### src/rtl/dma_xfer_datapath_pkg.sv
// ============================================================================
// DmaPackage -- shared types, register-select codes and byte-count helper
// for the dma_xfer_datapath block.
// Revision: 1.0
// ============================================================================
`default_nettype none

package DmaPackage;

  typedef enum logic [1:0] {
    ST_IDLE   = 2'd0,
    ST_STROBE = 2'd1,
    ST_ACTIVE = 2'd2
  } dma_state_e;

  localparam logic ADDR_SEL = 1'b0;
  localparam logic CNT_SEL  = 1'b1;

  function automatic int unsigned byte_count(input int unsigned w);
    return (w + 32'd7) / 32'd8;
  endfunction

endpackage

`default_nettype wire

### src/rtl/dma_xfer_datapath_chan_regs.sv
// ============================================================================
// dma_chan_regs -- one channel's base/current address and count registers.
// Revision: 1.0
// ============================================================================
`default_nettype none

module dma_chan_regs #(
  parameter int ADDR_W = 16,
  parameter int CNT_W  = 16
) (
  input  logic              clk,
  input  logic              rst,
  input  logic              i_wr_addr,
  input  logic              i_wr_cnt,
  input  logic [1:0]        i_byte_sel,
  input  logic [7:0]        i_wdata,
  input  logic              i_step,
  input  logic              i_dec,
  input  logic              i_reload,
  output logic [ADDR_W-1:0] o_cur_addr,
  output logic [CNT_W-1:0]  o_cur_cnt
);

  logic [ADDR_W-1:0] r_base_addr, r_cur_addr;
  logic [CNT_W-1:0]  r_base_cnt, r_cur_cnt;
  logic [ADDR_W-1:0] w_addr_mask, w_addr_data;
  logic [CNT_W-1:0]  w_cnt_mask, w_cnt_data;

  // A CPU byte write is a masked merge into the selected byte lane.
  always_comb begin
    w_addr_mask = '0;
    w_addr_data = '0;
    w_cnt_mask  = '0;
    w_cnt_data  = '0;
    for (int b = 0; b < ADDR_W; b++) begin
      w_addr_mask[b] = ((b / 8) == int'(i_byte_sel));
      w_addr_data[b] = i_wdata[b % 8];
    end
    for (int b = 0; b < CNT_W; b++) begin
      w_cnt_mask[b] = ((b / 8) == int'(i_byte_sel));
      w_cnt_data[b] = i_wdata[b % 8];
    end
  end

  always_ff @(posedge clk or posedge rst) begin
    if (rst) begin
      r_base_addr <= '0;
      r_cur_addr  <= '0;
      r_base_cnt  <= '0;
      r_cur_cnt   <= '0;
    end else begin
      if (i_wr_addr) begin
        r_base_addr <= (r_base_addr & ~w_addr_mask) | (w_addr_data & w_addr_mask);
        r_cur_addr  <= (r_cur_addr & ~w_addr_mask) | (w_addr_data & w_addr_mask);
      end
      if (i_wr_cnt) begin
        r_base_cnt <= (r_base_cnt & ~w_cnt_mask) | (w_cnt_data & w_cnt_mask);
        r_cur_cnt  <= (r_cur_cnt & ~w_cnt_mask) | (w_cnt_data & w_cnt_mask);
      end
      if (i_reload) begin
        r_cur_addr <= r_base_addr;
        r_cur_cnt  <= r_base_cnt;
      end else if (i_step) begin
        r_cur_addr <= i_dec ? r_cur_addr - ADDR_W'(1) : r_cur_addr + ADDR_W'(1);
        r_cur_cnt  <= r_cur_cnt - CNT_W'(1);
      end
    end
  end

  assign o_cur_addr = r_cur_addr;
  assign o_cur_cnt  = r_cur_cnt;

endmodule

`default_nettype wire

### src/rtl/dma_xfer_datapath.sv
// ============================================================================
// dma_xfer_datapath -- multi-channel DMA address/count datapath and sequencer.
// Optional DMA_AUTOINIT_EN adds per-channel autoinit reload. Revision: 1.0
// ============================================================================
`default_nettype none

module dma_xfer_datapath
  import DmaPackage::*;
#(
  parameter  int NUM_CH = 4,
  parameter  int ADDR_W = 16,
  parameter  int CNT_W  = 16,
  localparam int CH_W   = (NUM_CH > 1) ? $clog2(NUM_CH) : 1
) (
  input  logic              CLK,
  input  logic              RESET,
  input  logic              cpu_wr,
  input  logic              cpu_rd,
  input  logic [CH_W:0]     cpu_addr,
  input  logic [7:0]        cpu_wdata,
  output logic [7:0]        cpu_rdata,
  input  logic              clr_ff,
  input  logic              xfer_start,
  input  logic [CH_W-1:0]   xfer_ch,
  input  logic              xfer_stop,
  input  logic              step,
  input  logic [NUM_CH-1:0] dec_mode,
`ifdef DMA_AUTOINIT_EN
  input  logic [NUM_CH-1:0] autoinit,
`endif
  output logic [ADDR_W-1:0] addr_out,
  output logic              adstb,
  output logic              busy,
  output logic              tc
);

  localparam logic [1:0] c_addr_last = 2'(byte_count(ADDR_W) - 1);
  localparam logic [1:0] c_cnt_last  = 2'(byte_count(CNT_W) - 1);

  dma_state_e        r_state;
  logic [CH_W-1:0]   r_ch;
  logic [1:0]        r_ptr;
  logic              r_tc;
  logic [7:0]        r_rdata;

  logic [ADDR_W-1:0] w_cur_addr [NUM_CH];
  logic [CNT_W-1:0]  w_cur_cnt  [NUM_CH];
  logic [NUM_CH-1:0] w_autoinit;
  logic [CH_W-1:0]   w_acc_ch;
  logic              w_acc_ch_ok, w_start_ch_ok;
  logic              w_idle, w_sel, w_acc_ok;
  logic [1:0]        w_ptr_last, w_ptr_next, w_byte_sel;
  logic [31:0]       w_rd_word;
  logic [7:0]        w_rd_byte;
  logic [ADDR_W-1:0] w_act_addr, w_next_addr;
  logic [CNT_W-1:0]  w_act_cnt;
  logic              w_do_step, w_terminal, w_reload, w_page_chg;

`ifdef DMA_AUTOINIT_EN
  assign w_autoinit = autoinit;
`else
  assign w_autoinit = '0;
`endif

  assign w_acc_ch = cpu_addr[CH_W:1];
  assign w_sel    = cpu_addr[0];

  // Channel numbers beyond NUM_CH only exist when NUM_CH is not a power of two.
  generate
    if (NUM_CH == (1 << CH_W)) begin : g_full_ch
      assign w_acc_ch_ok   = 1'b1;
      assign w_start_ch_ok = 1'b1;
    end else begin : g_part_ch
      assign w_acc_ch_ok   = (32'(w_acc_ch) < NUM_CH);
      assign w_start_ch_ok = (32'(xfer_ch) < NUM_CH);
    end
  endgenerate

  assign w_idle     = (r_state == ST_IDLE);
  assign w_acc_ok   = w_idle && (cpu_wr || cpu_rd) && w_acc_ch_ok;
  assign w_ptr_last = (w_sel == CNT_SEL) ? c_cnt_last : c_addr_last;
  assign w_ptr_next = (r_ptr >= w_ptr_last) ? 2'd0 : r_ptr + 2'd1;
  assign w_byte_sel = clr_ff ? 2'd0 : r_ptr;

  always_comb begin
    w_rd_word = '0;
    if (w_sel == CNT_SEL) w_rd_word[CNT_W-1:0] = w_cur_cnt[w_acc_ch];
    else                  w_rd_word[ADDR_W-1:0] = w_cur_addr[w_acc_ch];
  end
  assign w_rd_byte = w_rd_word[{w_byte_sel, 3'b000} +: 8];

  assign w_act_addr  = w_cur_addr[r_ch];
  assign w_act_cnt   = w_cur_cnt[r_ch];
  assign w_do_step   = (r_state == ST_ACTIVE) && step && !xfer_stop;
  assign w_terminal  = w_do_step && (w_act_cnt == '0);
  assign w_reload    = w_terminal && w_autoinit[r_ch];
  assign w_next_addr = dec_mode[r_ch] ? w_act_addr - ADDR_W'(1) : w_act_addr + ADDR_W'(1);
  assign w_page_chg  = (w_next_addr[ADDR_W-1:8] != w_act_addr[ADDR_W-1:8]);

  always_ff @(posedge CLK or posedge RESET) begin
    if (RESET) begin
      r_state <= ST_IDLE;
      r_ch    <= '0;
      r_ptr   <= '0;
      r_tc    <= 1'b0;
      r_rdata <= '0;
    end else begin
      r_tc <= w_terminal;
      if (clr_ff)        r_ptr <= '0;
      else if (w_acc_ok) r_ptr <= w_ptr_next;
      if (w_acc_ok && cpu_rd) r_rdata <= w_rd_byte;
      case (r_state)
        ST_IDLE: begin
          if (xfer_start && w_start_ch_ok) begin
            r_state <= ST_STROBE;
            r_ch    <= xfer_ch;
          end
        end
        ST_STROBE: r_state <= xfer_stop ? ST_IDLE : ST_ACTIVE;
        ST_ACTIVE: begin
          if (xfer_stop)                    r_state <= ST_IDLE;
          else if (w_terminal)              r_state <= w_reload ? ST_STROBE : ST_IDLE;
          else if (w_do_step && w_page_chg) r_state <= ST_STROBE;
        end
        default: r_state <= ST_IDLE;
      endcase
    end
  end

  generate
    for (genvar g = 0; g < NUM_CH; g++) begin : g_ch
      logic w_wr_hit, w_act_hit;
      assign w_wr_hit  = w_acc_ok && cpu_wr && (w_acc_ch == CH_W'(g));
      assign w_act_hit = (r_ch == CH_W'(g));

      dma_chan_regs #(
        .ADDR_W (ADDR_W),
        .CNT_W  (CNT_W)
      ) u_regs (
        .clk        (CLK),
        .rst        (RESET),
        .i_wr_addr  (w_wr_hit && (w_sel == ADDR_SEL)),
        .i_wr_cnt   (w_wr_hit && (w_sel == CNT_SEL)),
        .i_byte_sel (w_byte_sel),
        .i_wdata    (cpu_wdata),
        .i_step     (w_do_step && w_act_hit),
        .i_dec      (dec_mode[g]),
        .i_reload   (w_reload && w_act_hit),
        .o_cur_addr (w_cur_addr[g]),
        .o_cur_cnt  (w_cur_cnt[g])
      );
    end
  endgenerate

  assign cpu_rdata = r_rdata;
  assign addr_out  = w_idle ? '0 : w_act_addr;
  assign adstb     = (r_state == ST_STROBE);
  assign busy      = !w_idle;
  assign tc        = r_tc;

endmodule

`default_nettype wire

### config.mk
export PLATFORM = sky130hd
export DESIGN_NAME = dma_xfer_datapath
export DESIGN_NICKNAME = d
export VERILOG_FILES = /design/src/rtl/dma_xfer_datapath_pkg.sv /design/src/rtl/dma_xfer_datapath_chan_regs.sv /design/src/rtl/dma_xfer_datapath.sv
export SDC_FILE = /design/constraint.sdc
export NUM_CORES = 1
export LEC_CHECK = 0
export ABC_AREA = 0
export CAP_MARGIN = 40
export CELL_PAD_IN_SITES_DETAIL_PLACEMENT = 1
export CELL_PAD_IN_SITES_GLOBAL_PLACEMENT = 1
export CORE_ASPECT_RATIO = 0.5
export CORE_MARGIN = 4
export CORE_UTILIZATION = 51
export CTS_CLUSTER_DIAMETER = 60
export CTS_CLUSTER_SIZE = 30
export DETAILED_ROUTE_END_ITERATION = 6
export PLACE_DENSITY = 0.87
export RECOVER_POWER = 100
export SLEW_MARGIN = 20
export SYNTH_ARGS = -nofsm -noshare
export SYNTH_HDL_FRONTEND = slang
export SYNTH_SLANG_ARGS = --single-unit
### constraint.sdc
create_clock -name CLK -period 9.25 [get_ports CLK]
set_input_delay 2.775 -clock CLK [delete_from_list [all_inputs] [get_ports CLK]]
set_output_delay 2.775 -clock CLK [all_outputs]
set_load 0.01 [all_outputs]
==> results of run 1 <==
==> per-stage QoR <==
| stage | utilization | cells | worst slack (ns) | cell area (sq um) | total power, mW |
|---|---|---|---|---|---|
| after floorplan | - | 1434 | 2.64 | 12100 | 2.97 |
| after global placement | 0.558 | 1739 | 2.11 | 12900 | 3.64 |
| after detailed placement | 0.563 | 1747 | 2.01 | 13000 | 3.80 |
| after CTS | 0.585 | 1777 | 2.47 | 13500 | 4.48 |
| after global routing | 0.583 | 1779 | 1.38 | 13400 | 4.82 |
| final | 0.583 | 1779 | 1.99 | 13400 | 4.54 |
==> cells in the mapped netlist, types with 4 or more instances <==
library cell / count
nor2b_1: 28
o21ai_1: 8
or3_1: 22
o21ai_0: 146
mux2i_1: 6
a21oi_1: 137
o211ai_1: 7
xor2_1: 14
mux2_2: 9
ha_1: 75
buf_1: 8
nand2b_1: 19
nor4_1: 12
a22oi_1: 7
fa_1: 4
a31oi_1: 27
a21boi_0: 9
o21a_1: 11
a22o_1: 29
o22ai_1: 19
nand4_1: 4
dfrtp_1: 143
mux4_2: 50
clkbuf_1: 62
xnor2_1: 35
or2_2: 6
o221ai_1: 5
a21o_1: 21
o31ai_1: 5
a211oi_1: 27
a211o_1: 6
nor2_1: 151
nor3_1: 42
nand3_1: 34
nand2_1: 135
or4_1: 5
inv_1: 53
==> worst register-to-register path, delay by kind of cell (launching register included) <==
family	cells	cell delay, ns
AND/OR/NAND/NOR	3	0.72
buffers and inverters	1	0.37
flip-flops	1	0.33
AO/OA/AOI/OAI	4	1.16
XOR/XNOR	1	0.12
multiplexers	1	0.98
adder cells (fa/ha/maj)	1	0.52
==> layout make-up <==
cell class,count,area [sq um]
Clock buffer,20,447
Clock inverter,10,67.6
Fill cell,2765,9590
Inverter,53,200
Multi-Input combinational cell,1166,8050
Sequential cell,143,3580
Tap cell,307,384
Timing Repair Buffer,80,709
==> power breakdown <==
part | internal [mW] | leakage (nW) | switching [mW]
clock | 0.345 | 0.244 | 0.303
combinational | 1.15 | 3.63 | 1.46
sequential | 0.874 | 1.81 | 0.411
==> metal layers <==
| metal | part of all wire | vias up |
|---|---|---|
| met2 | 0.44 | 635 |
| met1 | 0.40 | 6212 |
| met3 | 0.12 | 170 |
| li1 | - | 5384 |
| met4 | 0.049 | 4 |
| met5 | 0.00039 | - |
==> cell families (layout without fill, tap and decap cells) <==
| family | count (synthesis) | after routing | share of synthesized area |
|---|---|---|---|
| AND/OR/NAND/NOR | 476 | 476 | 0.182 |
| flip-flops | 143 | 143 | 0.296 |
| buffers and inverters | 125 | 163 | 0.0390 |
| XOR/XNOR | 49 | 49 | 0.0355 |
| adder cells (fa/ha/maj) | 79 | 79 | 0.0843 |
| multiplexers | 67 | 67 | 0.110 |
| AO/OA/AOI/OAI | 495 | 495 | 0.253 |
==> path summary, 6_finish.rpt <==
check / slack (ns) / startpoint / to
setup reg to reg: 5.01 / r_ch[0] / r_state[1]
setup / recovery: 1.99 / RESET / async pin
max in group CLK: 2.39 / cpu_addr[1] / register
hold / removal: 0.49 / cpu_rdata[3] / cpu_rdata[3]
min in group asynchronous: 2.76 / RESET / async pin
hold reg to reg: 0.49 / cpu_rdata[3] / cpu_rdata[3]
==> out/metrics.cfg, run 1 <==
[timing]
fin_setup_tns_ns=0
finalHoldViolCount=0
fmax_mhz=138
fin_crit_ns=7.26
setup_viol_count_final=0
max-slew-margin-rel=-1.90
rsz0062_at_grt=false
whs_ns=0.488
drv_slew=146
finalCritPeriodShare=0.784
tightest_slew_ns=4.35
clock_skew_ns=0.00898

[final_layout]
final_common_cell=o21ai_0
area_growth_pct=11.2
final_cell_mix=o21ai_0 (153), nor2_1 (150), dfrtp_1 (143)
nets=1565
final_layout_size_suffix_gt1_frac=0.0829
n_antenna_cell=0

[yosys]
syn_nets=1538
ys_seq_area_frac=0.296
synth_edf_count=0
synth_area_leaders=dfrtp_1 (30%), mux4_2 (9.3%), ha_1 (7.8%)
syn_area_per_cell_sq_um=8.43
post-synth-top-area-cell=dfrtp_1
yosysWarningCount=0
netlist_area_sq_um=12100
async_flop_share=1.00
synth-seq-cells=143
ys_types=66
ys.flop_type=dfrtp_1
synth_top_area_frac=0.296
synth_cells=1434

[route]
via_count=12405
routedWlPerCell_um=27.4
drt_iter0_drc=1486
vias_per_cell=6.97
route.detailed.drc=0
drtPass1Iterations=6
ant_nets=0
drt-total-wl_um=48700

[pwr]
ir_drop_mv=0.135
p_leak_nw=5.68
power_density_nw_per_um2=337

[setup_path]
critPathTopFamily=buffers and inverters
critical_path_arrival_ns=6.81
path_buf_inv=3
worst-setup-path-type=in -> async
cp_num_cells=3
crit_slowest_cell=clkbuf_1
r2r_cells=11
crit_chain=dlygate4sd3_1, clkinvlp_2, clkbuf_1
path_max_fanout=69
crit_path_max_incr_delay_ns=3.08
cp.required_ns=8.80
critPathLaunchType=primary input
end_kind=async pin

[clock_network]
cts_root_buf=clkbuf_16
post_cts_buffers=0
clock-sinks=143
cts_made_buffers=17
htreeDepth=4
path_clk_slew_ns=0.06
clock_latency_ns=0.46
cts_resized=0
cts_hold_buffers=0
cts_tree=done
cts_buffer_depth=2

[worst_hold_path]
whs_path_depth=1
hold_path_class=reg -> reg

[grt]
use_met2=0.585
top_usage_layer=met2
grt.met1_usage=0.473
grt_overflow=0
grt_pass1_vias=12557
grt_antenna_before_repair=2
met3_usage=0.136
grt_max_degree=79
grt_util_all_layers=0.376
grt_pass1_wl_um=74500

[die]
die_h_um=117
core-area_sq_um=23000
die_x_um=226
rows=39
ios=52
dieArea_sq_um=26400
initial_core_util=0.525

[run_status]
status=complete, but fails checks
violations=max-capacitance violations, max-slew violations

[placed_design]
io_buffers=51
dp_hpwl_um=35600
place_congestion=0.992

[job]
drv_cap=3

Power figures use the tool's default switching activity.
==> run 2, diff against run 1 <==
--- a/config.mk
+++ b/config.mk
@@ -11,11 +11,11 @@
 export CELL_PAD_IN_SITES_GLOBAL_PLACEMENT = 1
 export CORE_ASPECT_RATIO = 0.5
 export CORE_MARGIN = 4
-export CORE_UTILIZATION = 51
+export CORE_UTILIZATION = 48
 export CTS_CLUSTER_DIAMETER = 60
 export CTS_CLUSTER_SIZE = 30
 export DETAILED_ROUTE_END_ITERATION = 6
-export PLACE_DENSITY = 0.87
+export PLACE_DENSITY = 0.82
 export RECOVER_POWER = 100
 export SLEW_MARGIN = 20
 export SYNTH_ARGS = -nofsm -noshare
==> constraint.sdc (replaced) <==
create_clock -name CLK -period 7 [get_ports CLK]
set_input_delay 2.1 -clock CLK [delete_from_list [all_inputs] [get_ports CLK]]
set_output_delay 2.1 -clock CLK [all_outputs]
set_load 0.01 [all_outputs]
==> run 2 against run 1 <==
Compared with the run above: the run still ends with max-capacitance violations, max-slew violations left; die area increased by 5.9%; routed wire length is 3.1% lower; sequential power increased by 28%; utilization down 2.6 points; combinational power grew 31%; clock skew grew 0.0056 ns; critical path depth increased by 9; count of clock-buffer cells in the layout is 1 higher; total power rose by 33%.
==> out/metrics.cfg, run 2 (synthesis results as in run 1) <==
[run_status]
status=complete, but fails checks
violations=max-capacitance violations, max-slew violations

[clock_network]
cts_root_buf=clkbuf_16
cts_resized=0  ; unchanged
path_clk_slew_ns=0.07  ; about the same
cts_made_buffers=17  ; unchanged
clock_latency_ns=0.46  ; about the same
cts_tree=done
cts_buffer_depth=2  ; unchanged
clock-sinks=143  ; unchanged
cts_hold_buffers=0  ; unchanged
post_cts_buffers=0  ; unchanged
htreeDepth=4  ; unchanged

[grt]
grt_max_degree=71  ; -10%
grt_util_all_layers=0.341  ; -0.0342
grt_overflow=0  ; unchanged
grt_pass1_vias=12383  ; -1.4%
grt_pass1_wl_um=73300  ; -1.7%
grt_antenna_before_repair=2  ; unchanged

[timing]
fin_crit_ns=5.93
finalHoldViolCount=0  ; unchanged
max-slew-margin-rel=-0.997  ; +0.904
finalCritPeriodShare=0.848
fmax_mhz=169
drv_slew=228  ; +56%
setup_viol_count_final=0  ; unchanged
fin_setup_tns_ns=0  ; unchanged
clock_skew_ns=0.0146  ; +0.00564 ns
tightest_slew_ns=3.00  ; -1.36 ns
rsz0062_at_grt=false

[die]
ios=52  ; unchanged
die_h_um=120  ; +2.9%
core-area_sq_um=24400  ; +5.8%
initial_core_util=0.496  ; -0.0289
rows=40  ; +2.6%
die_x_um=232  ; +3.0%
dieArea_sq_um=27900  ; +5.9%

[worst_hold_path]
whs_path_depth=2  ; +1
worstHoldStart=cpu_rdata[4]
hold_path_class=reg -> reg
min_to=cpu_rdata[4]

[setup_path]
critical_path_arrival_ns=6.32  ; -0.49 ns
path_max_fanout=17  ; -75%
r2r_start=r_ch[0]
end_kind=register
cp.required_ns=7.39  ; -1.41 ns
critPathLaunchType=primary input
ff2ff_setup_slack_ns=1.56  ; -3.45 ns
worst-setup-path-type=in -> reg
r2r_end=r_state[1]
r2r_cells=12  ; +1

[route]
route.detailed.drc=0  ; unchanged
drt-total-wl_um=47200  ; -3.1%
drt_iter0_drc=1061  ; -29%
drtPass1Iterations=5  ; -1
ant_nets=0  ; unchanged
routedWlPerCell_um=26.0  ; -5.1%
vias_per_cell=6.74  ; -3.3%
via_count=12255  ; -1.2%

[placed_design]
placed_cells=1782  ; +2.0%
dp_hpwl_um=35000  ; -1.5%
io_buffers=51  ; unchanged
placed_area_sq_um=13000  ; +0.63%
place_congestion=0.965  ; -2.7%

[final_layout]
final_cell_mix=o21ai_0 (154), nor2_1 (150), dfrtp_1 (143)
fin_cells=1817  ; +2.1%
n_antenna_cell=0  ; unchanged
final_layout_size_suffix_gt1_frac=0.0858  ; +0.00287
area_growth_pct=12.5
nets=1572  ; +0.45%
final_cell_area_sq_um=13600  ; +1.1%
final_common_cell=o21ai_0
fillCellCount=2936  ; +6.2%

[job]
drv_cap=6  ; +3

[pwr]
power_density_nw_per_um2=444  ; +32%
ir_drop_mv=0.248  ; +83%
p_leak_nw=5.74  ; +1.1%

-- run 2: cell count changes in the layout (fill, tap and decap cells not counted), sizes merged --
cell | previous run | this run
clkdlybuf4s50 | 17 | 15
clkbuf | 33 | 40
dlygate4sd3 | 32 | 34
inv | 53 | 55
bufinv | 0 | 2
clkinvlp | 5 | 3
buf | 18 | 19
clkinv | 5 | 4
-- run 2: power by group --
group	switching (mW)	internal, mW
Sequential	0.488	1.16
Clock	0.417	0.566
Combinational	1.90	1.51
Total	2.81	3.23
-- run 2: routing by layer --
metal,up-vias,wire (um),track usage
li1,5416,-,-
met1,6143,20100,0.469
met2,561,21200,0.534
met5,-,0,0
met3,135,4070,0.0744
met4,0,1840,0.125
-- run 2: worst max path at each step --
stage,slack (ns),cells after the start,startpoint,end
after global routing,0.60,3,RESET,async pin
after global placement,0.86,12,dec_mode[3],r_state[1]
after CTS,1.24,12,dec_mode[3],r_state[1]
after detailed placement,0.79,12,dec_mode[3],r_state[1]
after floorplan,1.06,1,RESET,async pin
final,1.07,12,dec_mode[3],r_state[1]
-- run 2: through the flow --
step	util	power (mW)	worst slack, ns	hold WS [ns]
after floorplan	-	3.92	1.06	0.464
after global placement	0.530	4.79	0.863	0.465
after detailed placement	0.535	4.99	0.786	0.477
after CTS	0.560	6.01	1.24	0.492
after global routing	0.558	6.45	0.595	0.502
final	0.558	6.04	1.07	0.484
-- run 2: layout make-up --
type,count,area (sq um),share of cell area
multi-input combinational,1166,8040,0.592
clock buffer,21,480,0.0354
sequential,143,3580,0.263
tap,336,420,0.0309
inverter,53,200,0.0147
clock inverter,11,129,0.00948
timing repair buffer,87,742,0.0546
-- run 2: critical path, cell delays in order --
cell,delay (ns)
dlygate4sd3_1,0.69
mux4_1,0.87
ha_1,0.49
a21o_1,0.22
a21o_1,0.25
a21oi_1,0.17
o21ai_0,0.09
a211oi_1,0.21
nand4b_1,0.12
or4_1,0.49
o41ai_1,0.38
a41o_1,0.23
